### config.mk
export PLATFORM = sky130hd
export DESIGN_NAME = fsm_universal_dwell
export DESIGN_NICKNAME = d
export VERILOG_FILES = /design/src/rtl/fsm_universal_dwell.sv
export SDC_FILE = /design/constraint.sdc
export NUM_CORES = 1
export LEC_CHECK = 0
export CAP_MARGIN = 20
export CORE_MARGIN = 2
export CORE_UTILIZATION = 34
export CTS_CLUSTER_SIZE = 14
export DETAILED_ROUTE_END_ITERATION = 8
export PLACE_DENSITY = 0.78
export SETUP_SLACK_MARGIN = 0.15
export SLEW_MARGIN = 30
export SYNTH_ARGS = -nofsm -noshare
export SYNTH_HDL_FRONTEND = slang
export SYNTH_SLANG_ARGS = --single-unit
### constraint.sdc
create_clock -name clk -period 2.2 [get_ports clk]
set_input_delay 0.44 -clock clk [delete_from_list [all_inputs] [get_ports clk]]
set_output_delay 0.44 -clock clk [all_outputs]
set_load 0.02 [all_outputs]
### src/rtl/fsm_universal_dwell.sv
// fsm_universal_dwell: run-time programmable sequencing kernel.
// Each state's successor comes from a packed target bus. The kernel also
// supports an advance enable, a per-state minimum dwell, forced jumps,
// illegal-target detection, and previous-state / entry reporting.
module fsm_universal_dwell #(
  parameter  int N_STATES  = 8,
  parameter  int DWELL_W   = 8,
  parameter  int RST_STATE = 0,
  localparam int SW        = (N_STATES > 1) ? $clog2(N_STATES) : 1
) (
  input  logic                        clk,
  input  logic                        rst,
  input  logic                        en,
  input  logic [N_STATES*SW-1:0]      tx,
  input  logic [N_STATES*DWELL_W-1:0] dwell,
  input  logic                        force_valid,
  input  logic [SW-1:0]               force_state,
  output logic [N_STATES-1:0]         st,
  output logic [SW-1:0]               state,
  output logic [SW-1:0]               prev_state,
  output logic                        entered,
  output logic                        busy,
  output logic                        err
);

  localparam int unsigned NS = N_STATES;

  logic [SW-1:0]      cstate_q, cstate_d;
  logic [SW-1:0]      prev_q, prev_d;
  logic [DWELL_W-1:0] cnt_q, cnt_d;
  logic               entered_q, entered_d;
  logic               err_q, err_d;

  logic [SW-1:0] tgt;
  logic          take;
  int unsigned   a_idx, a_safe, t_idx, f_idx;

  // Next-state decision: reset recovery, then force, then normal advance.
  always_comb begin
    cstate_d  = cstate_q;
    prev_d    = prev_q;
    entered_d = 1'b0;
    err_d     = 1'b0;
    cnt_d     = (cnt_q != '0) ? cnt_q - 1'b1 : cnt_q;
    take      = 1'b0;
    tgt       = cstate_q;
    a_idx     = 32'(cstate_q);
    a_safe    = (a_idx < NS) ? a_idx : 0;
    t_idx     = 32'(tx[a_safe*SW +: SW]);
    f_idx     = 32'(force_state);

    if (a_idx >= NS) begin
      // Unreachable encoding: recover to the reset state and flag it.
      cstate_d  = SW'(RST_STATE);
      prev_d    = cstate_q;
      entered_d = 1'b1;
      err_d     = 1'b1;
      cnt_d     = '0;
    end else if (force_valid) begin
      if (f_idx < NS) begin
        take = 1'b1;
        tgt  = force_state;
      end else begin
        err_d = 1'b1;
      end
    end else if (en && (cnt_q == '0)) begin
      if (t_idx >= NS) begin
        err_d = 1'b1;
      end else if (t_idx != a_idx) begin
        take = 1'b1;
        tgt  = SW'(t_idx);
      end
    end

    if (take) begin
      cstate_d  = tgt;
      prev_d    = cstate_q;
      entered_d = 1'b1;
      cnt_d     = dwell[32'(tgt)*DWELL_W +: DWELL_W];
    end
  end

  // State, history, dwell counter and status registers.
  always_ff @(posedge clk) begin
    if (rst) begin
      cstate_q  <= SW'(RST_STATE);
      prev_q    <= SW'(RST_STATE);
      cnt_q     <= '0;
      entered_q <= 1'b0;
      err_q     <= 1'b0;
    end else begin
      cstate_q  <= cstate_d;
      prev_q    <= prev_d;
      cnt_q     <= cnt_d;
      entered_q <= entered_d;
      err_q     <= err_d;
    end
  end

  // One-hot decode of the current state.
  always_comb begin
    st = '0;
    for (int unsigned s = 0; s < NS; s++) begin
      st[s] = (32'(cstate_q) == s);
    end
  end

  assign state      = cstate_q;
  assign prev_state = prev_q;
  assign entered    = entered_q;
  assign busy       = (cnt_q != '0);
  assign err        = err_q;

endmodule

# [Word-level counts from Yosys, hierarchy flattened]
# Index checks and enable logic that the tools add are counted.
[totals] wordCells=30 ff_bits=15 inputBits=95 out_inout_bits=17
[op_classes] n_reduce_logical=5 add_sub_neg=1 n_mul=1 n_shift=2 n_eq_ne=8 mux=9
[op_table] cell="indexed part select 64 x 7 -> 8 bit" count=1
[op_table] cell="indexed part select 24 x 6 -> 3 bit" count=1
[op_table] cell="two-way mux 8 bit" count=2
[op_table] cell="== test 3 bit (second input constant)" count=4
[op_table] cell="two-way mux 3 bit" count=3
[op_table] cell="zero test 8 bit" count=1
[op_table] cell="nonzero test 8 bit" count=1
[op_table] cell="subtractor 8 x 1 -> 8 bit (second input constant)" count=1
[op_table] cell="== test 3 x 2 -> 1 bit (second input constant)" count=2
[op_table] cell="multiplier 3 x 2 -> 5 bit (second input constant)" count=1
[op_table] cell="two-way mux 1 bit" count=4
[op_table] cell="== test 3 x 1 -> 1 bit (second input constant)" count=1
[op_table] cell="zero test 3 bit" count=1
[op_table] cell="!= test 3 bit" count=1
[op_table] cell="nonzero test 2 bit" count=1
[op_table] cell="logical AND 1 bit" count=1

# [Logic depth before layout (Yosys ltp)]
# Gate-level depths: netlist of run 1.
[logic_depth] word_depth=8 depth_mapped=10 mapped_depth_nobuf=9

# [Least setup slack after synthesis of run 1]
# No wires, ideal clock.
[synth_timing] kind="register -> register" startpoint="register cstate_q[0] (netlist: state[0])" endpoint="register cnt_q[3]" required_ps=2121 path_buffers=2 arrival_time_ps=2667 synth_period_minus_slack_ps=2746 setup_ps=79 stages_incl_launch_ff=10 path_slack_ps=-546 cell_sequence="dfxtp_1 > clkbuf_1 > and3b_1 > a32oi_1 > nand3_1 > xnor2_1 > a31oi_1 > clkbuf_1 > o2111ai_1 > o211ai_1"
[synth_between] elab_chain_cells=8 elab_cells_between_ends=12 classes_between="mul (1); eq/ne (1); shift (2); mux (7); reduce/logical (1)"
[synth_lines] item="start, declared" line="28" rtl="logic [SW-1:0] cstate_q, cstate_d;"
[synth_lines] item="start signal, assigned" line="86" rtl="cstate_q <= SW'(RST_STATE);"
[synth_lines] item="start signal, assigned" line="92" rtl="cstate_q <= cstate_d;"
[synth_lines] item="multiplier 3 x 2 -> 5 bit" line="49" rtl="t_idx = 32'(tx[a_safe*SW +: SW]);"
[synth_lines] item="indexed part select 24 x 6 -> 3 bit" line="49"
[synth_lines] item="!= test 3 bit" line="69" rtl="end else if (t_idx != a_idx) begin"
[synth_lines] item="two-way mux 3 bit" line="69"
[synth_lines] item="two-way mux 3 bit" line="66" rtl="end else if (en && (cnt_q == '0)) begin"
[synth_lines] item="two-way mux 3 bit" line="59" rtl="end else if (force_valid) begin"
[synth_lines] item="indexed part select 64 x 7 -> 8 bit" line="79" rtl="cnt_d = dwell[32'(tgt)*DWELL_W +: DWELL_W];"
[synth_lines] item="two-way mux 8 bit" line="75" rtl="if (take) begin"
[synth_lines] item="end signal, assigned" line="94" rtl="cnt_q <= cnt_d;"
[synth_lines] item="end, declared" line="30" rtl="logic [DWELL_W-1:0] cnt_q, cnt_d;"
# Several ways; a longest one is shown, not always the timed one.
# A chain may end at the register's enable or synchronous reset.

# [Worst setup path in the final report of run 1]
[layout_timing] startpoint="register cnt_q[2]" endpoint="register cnt_q[4]"
[layout_between] elab_chain_cells=6 elab_cells_between_ends=12 classes_between="add/sub (1); shift (1); mux (6); reduce/logical (4)"
[layout_lines] item="zero test 8 bit" line="66"
[layout_lines] item="logical AND 1 bit" line="66"
[layout_lines] item="two-way mux 3 bit" line="66"
[layout_lines] item="two-way mux 3 bit" line="59"
[layout_lines] item="indexed part select 64 x 7 -> 8 bit" line="79"
[layout_lines] item="two-way mux 8 bit" line="75"
# Several ways; a longest one is shown, not always the timed one. The select of a mux whose other input is x is not followed.

==> results of run 1 <==
## worst reg2reg max path, stage by stage (launching register included)
cell and delay (ps):
dfxtp_1 320, buf_4 150, nor4_1 400, buf_4 210, a31oi_4 110, a211oi_4 360
a21oi_4 60, buf_12 150, buf_6 130, a311o_1 290, a21oi_2 200, a211oi_2 50
## power by group
group | internal (mW) | switching (mW)
sequential | 0.320 | 0.0475
clock | 0.128 | 0.0955
combinational | 0.759 | 0.606
## how the worst min path moves through the flow
stage / from / to / slack (ps) / depth (start not counted)
after floorplan: prev_state[0] / prev_state[0] / 580 / 2
after global placement: prev_state[0] / prev_state[0] / 480 / 2
after detailed placement: prev_state[0] / prev_state[0] / 500 / 2
after CTS: prev_state[0] / prev_state[0] / 520 / 2
after global routing: prev_state[1] / prev_state[1] / 550 / 2
final: prev_state[2] / prev_state[2] / 520 / 2
## placed cells by master, fill, tap and decap left out, types with 4 or more instances in the layout
master	count
a311o_1	4
a21oi_1	5
buf_4	55
o21ai_0	9
buf_12	5
and3_1	7
dlygate4sd2_1	12
inv_1	9
mux2i_1	30
nor2_1	15
mux4_2	8
nand2_1	20
dfxtp_1	10
clkdlybuf4s50_1	94
dfxtp_2	4
nor3_1	6
a21oi_2	5
xnor2_1	5
buf_6	11
## final cells by class
| type | instances | share of cell area, % |
|---|---|---|
| clock buffer | 4 | 1.15 |
| inverter | 11 | 1.06 |
| multi-input combinational | 179 | 43.2 |
| timing repair buffer | 181 | 44.4 |
| tap | 70 | 2.24 |
| sequential | 15 | 7.92 |
## metal layers
metal | up-vias | wire length, um | track usage, %
li1 | 1167 | - | -
met1 | 1166 | 3010 | 27.9
met2 | 125 | 4250 | 48.4
met3 | 24 | 525 | 4.59
met4 | 0 | 250 | 8.39
met5 | - | 0 | 0
## registers in the layout, summed over array words and instances (netlist names)
name and count:
cnt_q 8, prev_state 3, state 3, entered 1
## logic make-up after synthesis
family                     Yosys count
other                                1
muxes                               42
xor gates and xnor gates             7
adders and majority gates            2
and+or+nand+nor                     69
buffers and inverters               26
DFF                                 15
AOI/OAI and AO/OA                   55
## through the flow
step / instances / hold WS [ps]
5_1_grt: 460 / 551
2_1_floorplan: 217 / 583
3_5_place_dp: 434 / 495
6_report: 460 / 525
4_1_cts: 454 / 525
3_3_place_gp: 434 / 477
## repair_timing
| item | CTS | global route |
|---|---|---|
| buffers inserted | 12 | 6 |
| pin swaps | 16 | 13 |
| cloned | 4 | 0 |
| resized for setup | 47 | 30 |
| setup endpoints to repair | 24 | 17 |
| hold buffers | 0 | 0 |
==> flow_metrics.env, run 1 <==
export IMPL_synth_seq_cells=15
export IMPL_critPathKind="reg -> reg"
export IMPL_post_drt_via_cell_ratio=5.40
export IMPL_p_leak_nw=1.63
export IMPL_num_rows=26
export IMPL_pre_cts_slack_ps=-715
export IMPL_gp_congestion=0.814
export IMPL_synth_area_per_cell_um2=8.37
export IMPL_synth_fa_ha_area_share_pct=1.38
export IMPL_synthCells=217
export IMPL_ys_seq_area_share_pct=16.5
export IMPL_violations="negative setup slack"
export IMPL_synth_compound_area_share_pct=21.1
export IMPL_synth_area_um2=1820
export IMPL_multi_input_area_um2=1690
export IMPL_post_route_period_util_pct=116
export IMPL_synth_simple_gate_area_share_pct=21.6
export IMPL_ys_warn_count=0
export IMPL_clock_latency_ps=250
export IMPL_nNetsFinal=488
export IMPL_cts_buffer_depth=2
export IMPL_async_reset_ff_share_pct=0
export IMPL_cp_endpoint="cnt_q[4]"
export IMPL_crit_family="compound AO/OA/AOI/OAI gates"
export IMPL_setup_viol=12
export IMPL_cp_common_cell="buf_4"
export IMPL_drt_iter0_drc=141
export IMPL_crit_path_max_incr_delay_ps=400
export IMPL_power_per_cell_area_nw_per_um2=501
export IMPL_cp_cell_sequence="buf_4, nor4_1, buf_4, a31oi_4, a211oi_4, a21oi_4, buf_12, buf_6, a311o_1, a21oi_2, a211oi_2"
export IMPL_synth_commonest_cells="mux2i_1, nand2_1, nor2_1"
export IMPL_via_count=2482
export IMPL_skew_ps=1.70
export IMPL_num_io_pins=112
export IMPL_synth_xor_area_share_pct=3.37
export IMPL_synth_distinct_cells=52
export IMPL_crit_fanout=7
export IMPL_critPathBufInv=4
export IMPL_die_y_um=77.1
export IMPL_n_antenna_cell=0
export IMPL_ant_nets=0
export IMPL_grt_start_max_net_pins=14
export IMPL_placed_cell_area_um2=3410
export IMPL_cts_clk_slew_worst_paths_ps=60
export IMPL_tns_ps=-2400
export IMPL_dp_hpwl_um=5530
export IMPL_r2r_setup_slack_ps=-350
export IMPL_synth_top_family_by_area="multiplexers"
export IMPL_synthesis_nets=314
export IMPL_regArea_um2=309
export IMPL_tritoncts="built"
export IMPL_synth_top_area_share_pct=17.1
export IMPL_hold_viol_final=0
export IMPL_drt_total_wl_um=8040
export IMPL_maxCapViolations=0
export IMPL_initial_core_util_pct=35.3
export IMPL_crit_arrival_ps=2680
export IMPL_port_buffers=110
export IMPL_htreeDepth=1
export IMPL_clock_fmax_mhz=392
export IMPL_clock_sinks=15
export IMPL_fill_cells=367
export IMPL_cp_num_cells=11
export IMPL_status="finished, violations left"
export IMPL_antenna_found_initial=0
export IMPL_period_needed_ps=2550
export IMPL_cts_root_buf="clkbuf_8"
export IMPL_cp_end_kind="register"
export IMPL_drive_gt1_share_pct=34.6
export IMPL_drc_errors=0
export IMPL_worstHoldPathType="reg -> reg"
export IMPL_overflow=0
export IMPL_r2r_end="cnt_q[4]"
export IMPL_vdd_drop_max_mv=0.295
export IMPL_synth_mux_area_share_pct=28.9
export IMPL_fin_area_um2=3900
export IMPL_synth_largest_area_cell="mux2i_1"
export IMPL_yosysMostFrequentCell="mux2i_1"
export IMPL_die_area_um2=5940
export IMPL_grt_pass1_wl_um=12100
export IMPL_chipWidth_um=77.1
export IMPL_slowest_stage="nor4_1"
export IMPL_rr_startpoint="cnt_q[2]"
export IMPL_synth_edf_count=0
export IMPL_core_region_area_um2=5140
export IMPL_finalMaxSlewViolations=0
export IMPL_wire_per_inst_um=17.5
export IMPL_finish_utilization_pct=75.9
export IMPL_grt_setup_unrepaired="yes"
export IMPL_grtUsageTotal_pct=25.3
export IMPL_startpoint="cnt_q[2]"
export IMPL_grt_pass1_vias=2611
export IMPL_synthFlopType="dfxtp_1"
export IMPL_area_growth_pct=115
export IMPL_yosys_top_cells_area="mux2i_1, dfxtp_1, mux4_2, nand2_1, nor2_1"
export IMPL_ff2ff_path_depth=11
export IMPL_cp_required_ps=2330
export IMPL_p_total_mw=1.96
export IMPL_setup_ws_ps=-351
export IMPL_numCtsBuffers=3
export IMPL_startpoint_type="register"
export IMPL_first_pass_iters=4
Power figures use the tool's default switching activity.
==> run 2, diff against run 1 <==
Settings changed: PLACE_DENSITY 0.78 to not set, PLACE_DENSITY_LB_ADDON set to 0.05.
==> run 2 against run 1 <==
  * The run still ends with negative setup slack left
  * Sequential cell count unchanged
  * Die area unchanged
  * Clock skew is essentially flat
  * Clock-buffer cell count shrank 1
==> flow_metrics.env, run 2 (synthesized netlist as in run 1, its figures left out) <==
export IMPL_status="finished, violations left"
export IMPL_violations="negative setup slack"
export IMPL_clock_fmax_mhz=404
export IMPL_numCtsBuffers=3
export IMPL_num_rows=26
export IMPL_cp_required_ps=2340
export IMPL_finish_utilization_pct=75.8
export IMPL_clock_latency_ps=250
export IMPL_grt_pass1_wl_um=11800
export IMPL_num_io_pins=112
export IMPL_hold_viol_final=0
export IMPL_pre_cts_slack_ps=-688
export IMPL_crit_fanout=8
export IMPL_skew_ps=2.11
export IMPL_nNetsFinal=492
export IMPL_regMostFlops="cnt_q"
export IMPL_critPathKind="reg -> reg"
export IMPL_die_area_um2=5940
export IMPL_antenna_found_initial=0
export IMPL_met2_usage_pct=45.0
export IMPL_first_pass_iters=4
export IMPL_period_needed_ps=2480
export IMPL_drive_gt1_share_pct=34.8
export IMPL_largest_reg_flops=8
export IMPL_via_count=2406
export IMPL_ant_nets=0
export IMPL_regArea_um2=312
export IMPL_cts_buffer_depth=2
export IMPL_vdd_drop_max_mv=0.388
export IMPL_core_region_area_um2=5140
export IMPL_whs_ps=501
export IMPL_final_common_cell="clkdlybuf4s50_1"
export IMPL_worstHoldPathType="reg -> reg"
export IMPL_grt_use_met3_pct=3.18
export IMPL_area_growth_pct=114
export IMPL_cts_clk_slew_worst_paths_ps=70
export IMPL_fin_area_um2=3890
export IMPL_grtUsageMet1_pct=31.2
export IMPL_drt_total_wl_um=7490
export IMPL_finalMaxSlewViolations=0
export IMPL_multi_input_area_um2=1660
export IMPL_p_leak_nw=1.64
export IMPL_dp_hpwl_um=5550
export IMPL_initial_core_util_pct=35.3
export IMPL_maxCapViolations=0
export IMPL_cp_end_kind="register"
export IMPL_fill_cells=405
export IMPL_post_route_period_util_pct=113
export IMPL_die_y_um=77.1
export IMPL_overflow=0
export IMPL_grt_setup_unrepaired="yes"
export IMPL_crit_arrival_ps=2610
export IMPL_setup_ws_ps=-275
export IMPL_clock_sinks=15
export IMPL_placed_cell_area_um2=3480
export IMPL_startpoint_type="register"
export IMPL_drc_errors=0
export IMPL_grt_pass1_vias=2459
export IMPL_cts_root_buf="clkbuf_8"
export IMPL_tritoncts="built"
export IMPL_drt_iter0_drc=147
export IMPL_chipWidth_um=77.1
export IMPL_post_drt_via_cell_ratio=5.19
export IMPL_htreeDepth=1
export IMPL_wire_per_inst_um=16.1
export IMPL_n_antenna_cell=0
export IMPL_power_per_cell_area_nw_per_um2=505
export IMPL_holdBufCountCts=0
export IMPL_busiest_layer="met2"
export IMPL_setup_viol=12
export IMPL_gp_congestion=0.878
export IMPL_grtUsageTotal_pct=24.6
export IMPL_grt_start_max_net_pins=14
export IMPL_port_buffers=110
export IMPL_final_cell_mix="clkdlybuf4s50_1, buf_4, mux2i_1"
[run 2: changes by cell type in the layout (fill, tap and decap cells not counted), sizes merged]
cell / delta
dlymetal6s2s: -1
clkdlybuf4s50: +2
clkinv: +1
buf: +4
clkdlybuf4s15: -1
dlygate4sd2: -1
[run 2: report_power, final]
group	internal [mW]	switching [mW]	total, mW
registers	0.321	0.0511	0.373
logic	0.779	0.583	1.36
clock network	0.126	0.106	0.231
[run 2: timing repair]
item,in CTS,in global routing
resized for setup,50,18
pin swaps,17,11
setup endpoints to repair,24,19
gates cloned,3,0
buffers inserted,14,3
[run 2: routing by layer]
metal	vias up	share of wire, %
li1	1176	-
met1	1146	43
met2	80	51
met3	4	5.4
met4	0	0.39
met5	-	0
[run 2: cell type report]
type,instances,share of cell area (%)
multi-input cells,179,42.5
clock inverters,1,0.128
clock buffers,3,1.06
flip-flops and latches,15,8.00
repair buffers,185,44.9
inverters,11,1.12
well taps,70,2.25
[run 2: metrics by stage]
stage	power, mW	TNS, ps	cells
after floorplan	0.966	-1180	217
after global placement	1.50	-7130	440
after detailed placement	1.51	-7460	440
after CTS	1.91	-2320	461
after global routing	2.07	-3220	464
final	1.97	-2130	464
[run 2: worst paths after layout]
path	from	to	slack, ps	depth (start not counted)
worst max-delay path	cnt_q[2]	cnt_q[4]	-280	11
worst min-delay path	prev_state[1]	prev_state[1]	500	2
worst max register to register	cnt_q[2]	cnt_q[4]	-280	11
worst min register to register	prev_state[1]	prev_state[1]	500	2
[run 2: worst max-delay path: stages (launching register included)]
cell and delay [ps]:
dfxtp_1 320, buf_4 150, nor4_1 350, buf_4 200, a31oi_4 110, a211oi_4 300
a21oi_4 70, buf_12 150, buf_4 130, a311o_1 300, a21oi_1 220, a211oi_2 70
==> run 3, diff against run 2 <==
--- a/config.mk
+++ b/config.mk
@@ -11,4 +11,5 @@
 export CTS_CLUSTER_SIZE = 14
 export DETAILED_ROUTE_END_ITERATION = 8
+export MAX_ROUTING_LAYER = met4
 export PLACE_DENSITY_LB_ADDON = 0.05
 export SETUP_SLACK_MARGIN = 0.15
==> constraint.sdc (replaced) <==
create_clock -name clk -period 2.2 [get_ports clk]
set_input_delay 0.44 -clock clk [delete_from_list [all_inputs] [get_ports clk]]
set_output_delay 0.44 -clock clk [all_outputs]
set_load 0.05 [all_outputs]
==> run 3 against run 2 <==
  * The flow still finishes with violations (negative setup slack)
  * Register-to-register slack gained 30 ps
  * Critical path depth shrank 3
  * Worst setup slack gained 7.9 ps
  * Critical path type is now in -> reg
  * Maximum frequency grew 0.32%
  * Design area grew 1.2%
  * First-iteration DRC count shrank 24%
  * Clock-buffer cell count is the same
  * Power grew 3.8%
  * Via count grew 3.1%
  * Core utilization grew 0.90 points
==> flow_metrics.env, run 3 (synthesized netlist as in run 1, its figures left out) <==
export IMPL_status="finished, violations left"
export IMPL_worstHoldPathType="reg -> reg"
export IMPL_clock_sinks=15
export IMPL_cts_clk_slew_worst_paths_ps=70
export IMPL_via_count=2481
export IMPL_htreeDepth=1
export IMPL_placed_cell_area_um2=3470
export IMPL_min_path_cells=2
export IMPL_chipWidth_um=77.1
export IMPL_grtUsageTotal_pct=24.8
export IMPL_startpoint_type="primary input"
export IMPL_skew_ps=7.25
export IMPL_rr_startpoint="cnt_q[0]"
export IMPL_cp_required_ps=2330
export IMPL_regArea_um2=319
export IMPL_hold_start="prev_state[2]"
export IMPL_ff2ff_path_depth=9
export IMPL_drive_gt1_share_pct=39.7
export IMPL_die_area_um2=5940
export IMPL_core_region_area_um2=5140
export IMPL_nNetsFinal=493
export IMPL_largest_reg_flops=8
export IMPL_vdd_drop_max_mv=0.408
export IMPL_drt_iter0_drc=112
export IMPL_antenna_found_initial=0
export IMPL_tritoncts="built"
export IMPL_fin_area_um2=3940
export IMPL_ant_nets=0
export IMPL_post_route_period_util_pct=112
export IMPL_p_leak_nw=1.69
export IMPL_cp_end_kind="register"
export IMPL_maxCapViolations=0
export IMPL_hold_viol_final=0
export IMPL_wl_met1_um=3280
export IMPL_regMostFlops="cnt_q"
export IMPL_finalMaxSlewViolations=0
export IMPL_grt_pass1_wl_um=11500
export IMPL_final_cell_mix="clkdlybuf4s50_1, buf_4, mux2i_1"
export IMPL_multi_input_area_um2=1690
export IMPL_cts_root_buf="clkbuf_8"
export IMPL_cts_buffer_depth=2
export IMPL_hold_end="prev_state[2]"
export IMPL_tightest_slew_ps=512
export IMPL_numCtsBuffers=3
export IMPL_clock_latency_ps=260
export IMPL_gp_congestion=0.867
export IMPL_num_io_pins=112
export IMPL_port_buffers=110
export IMPL_violations="negative setup slack"
export IMPL_p_total_mw=2.04
export IMPL_first_pass_iters=4
export IMPL_startpoint="tx[18]"
export IMPL_grt_start_max_net_pins=15
export IMPL_clock_fmax_mhz=405
export IMPL_num_rows=26
export IMPL_area_growth_pct=117
export IMPL_dp_cells=432
export IMPL_final_common_cell="clkdlybuf4s50_1"
export IMPL_crit_fanout=9
export IMPL_grt_setup_unrepaired="yes"
export IMPL_top_layer="met4"
export IMPL_critPathKind="in -> reg"
export IMPL_drt_total_wl_um=8000
export IMPL_grt_pass1_vias=2444
export IMPL_wl_met2_um=4040
export IMPL_r2r_setup_slack_ps=-250
export IMPL_setup_viol=9
export IMPL_die_y_um=77.1
export IMPL_period_needed_ps=2470
export IMPL_fill_cells=371
export IMPL_crit_arrival_ps=2600
export IMPL_post_drt_via_cell_ratio=5.34
export IMPL_initial_core_util_pct=35.3
export IMPL_dp_hpwl_um=5480
export IMPL_max_slew_margin_pct=65.8
export IMPL_holdBufCountCts=0
export IMPL_n_antenna_cell=0
export IMPL_overflow=0
export IMPL_drc_errors=0
export IMPL_r2r_end="cnt_q[5]"
export IMPL_wl_met3_um=534
export IMPL_power_per_cell_area_nw_per_um2=518
export IMPL_wire_per_inst_um=17.2
export IMPL_setup_ws_ps=-267
export IMPL_fin_cells=465
==> run 3: cell count changes in the layout (fill, tap and decap cells not counted), sizes merged <==
cell | before | now
clkdlybuf4s50 | 96 | 89
buf | 76 | 87
dlygate4sd2 | 11 | 5
nand2 | 25 | 24
dlymetal6s2s | 1 | 5
==> run 3: metrics by stage <==
stage / setup TNS [ps] / worst slack (ps) / hold WS (ps) / utilization (%)
floorplan: -1150 / -186 / 611 / -
global placement: -7840 / -732 / 483 / 67.5
detailed placement: -8090 / -763 / 491 / 67.5
CTS: -2510 / -332 / 518 / 73.3
global route: -3070 / -365 / 528 / 76.7
finish: -2080 / -267 / 501 / 76.7
==> run 3: worst max-delay path by stage <==
| stage | end |
|---|---|
| after global routing | cnt_q[6] |
| final | cnt_q[0] |
| after CTS | cnt_q[4] |
| after global placement | cnt_q[0] |
| after floorplan | cnt_q[1] |
| after detailed placement | cnt_q[4] |
==> run 3: metal layers <==
metal,vias to the layer above,track usage [%]
met5,-,-
met1,1182,29.4
met4,0,8.57
met3,16,5.18
met2,104,42.0
li1,1179,-
==> run 3: cell type report <==
cell class	instances	share of cell area [%]
timing repair buffer	187	44.6
tap	70	2.22
clock buffer	3	1.05
multi-input combinational	178	42.8
clock inverter	1	0.127
inverter	11	1.17
sequential	15	8.10
==> run 3: power breakdown <==
group / internal [mW] / leakage [nW] / total [mW] / switching, mW
registers: 0.322 / 0.127 / 0.372 / 0.0505
clock network: 0.126 / 0.0255 / 0.236 / 0.111
logic: 0.780 / 1.54 / 1.43 / 0.651
total: 1.23 / 1.69 / 2.04 / 0.812
==> run 3: repair_timing <==
item                                    in CTS  in global routing
cloned                                       3                  1
gates resized for setup                     35                 20
pin swaps                                   21                 15
setup buffers                               15                 10
endpoints found under the setup margin      16                 16
==> run 3: critical path: stages <==
cell and delay [ps]:
clkdlybuf4s50_1 400, mux4_2 540, a31oi_4 230, a211oi_4 70, a21o_2 290, a211o_1 320
a21oi_2 200, o41ai_2 100
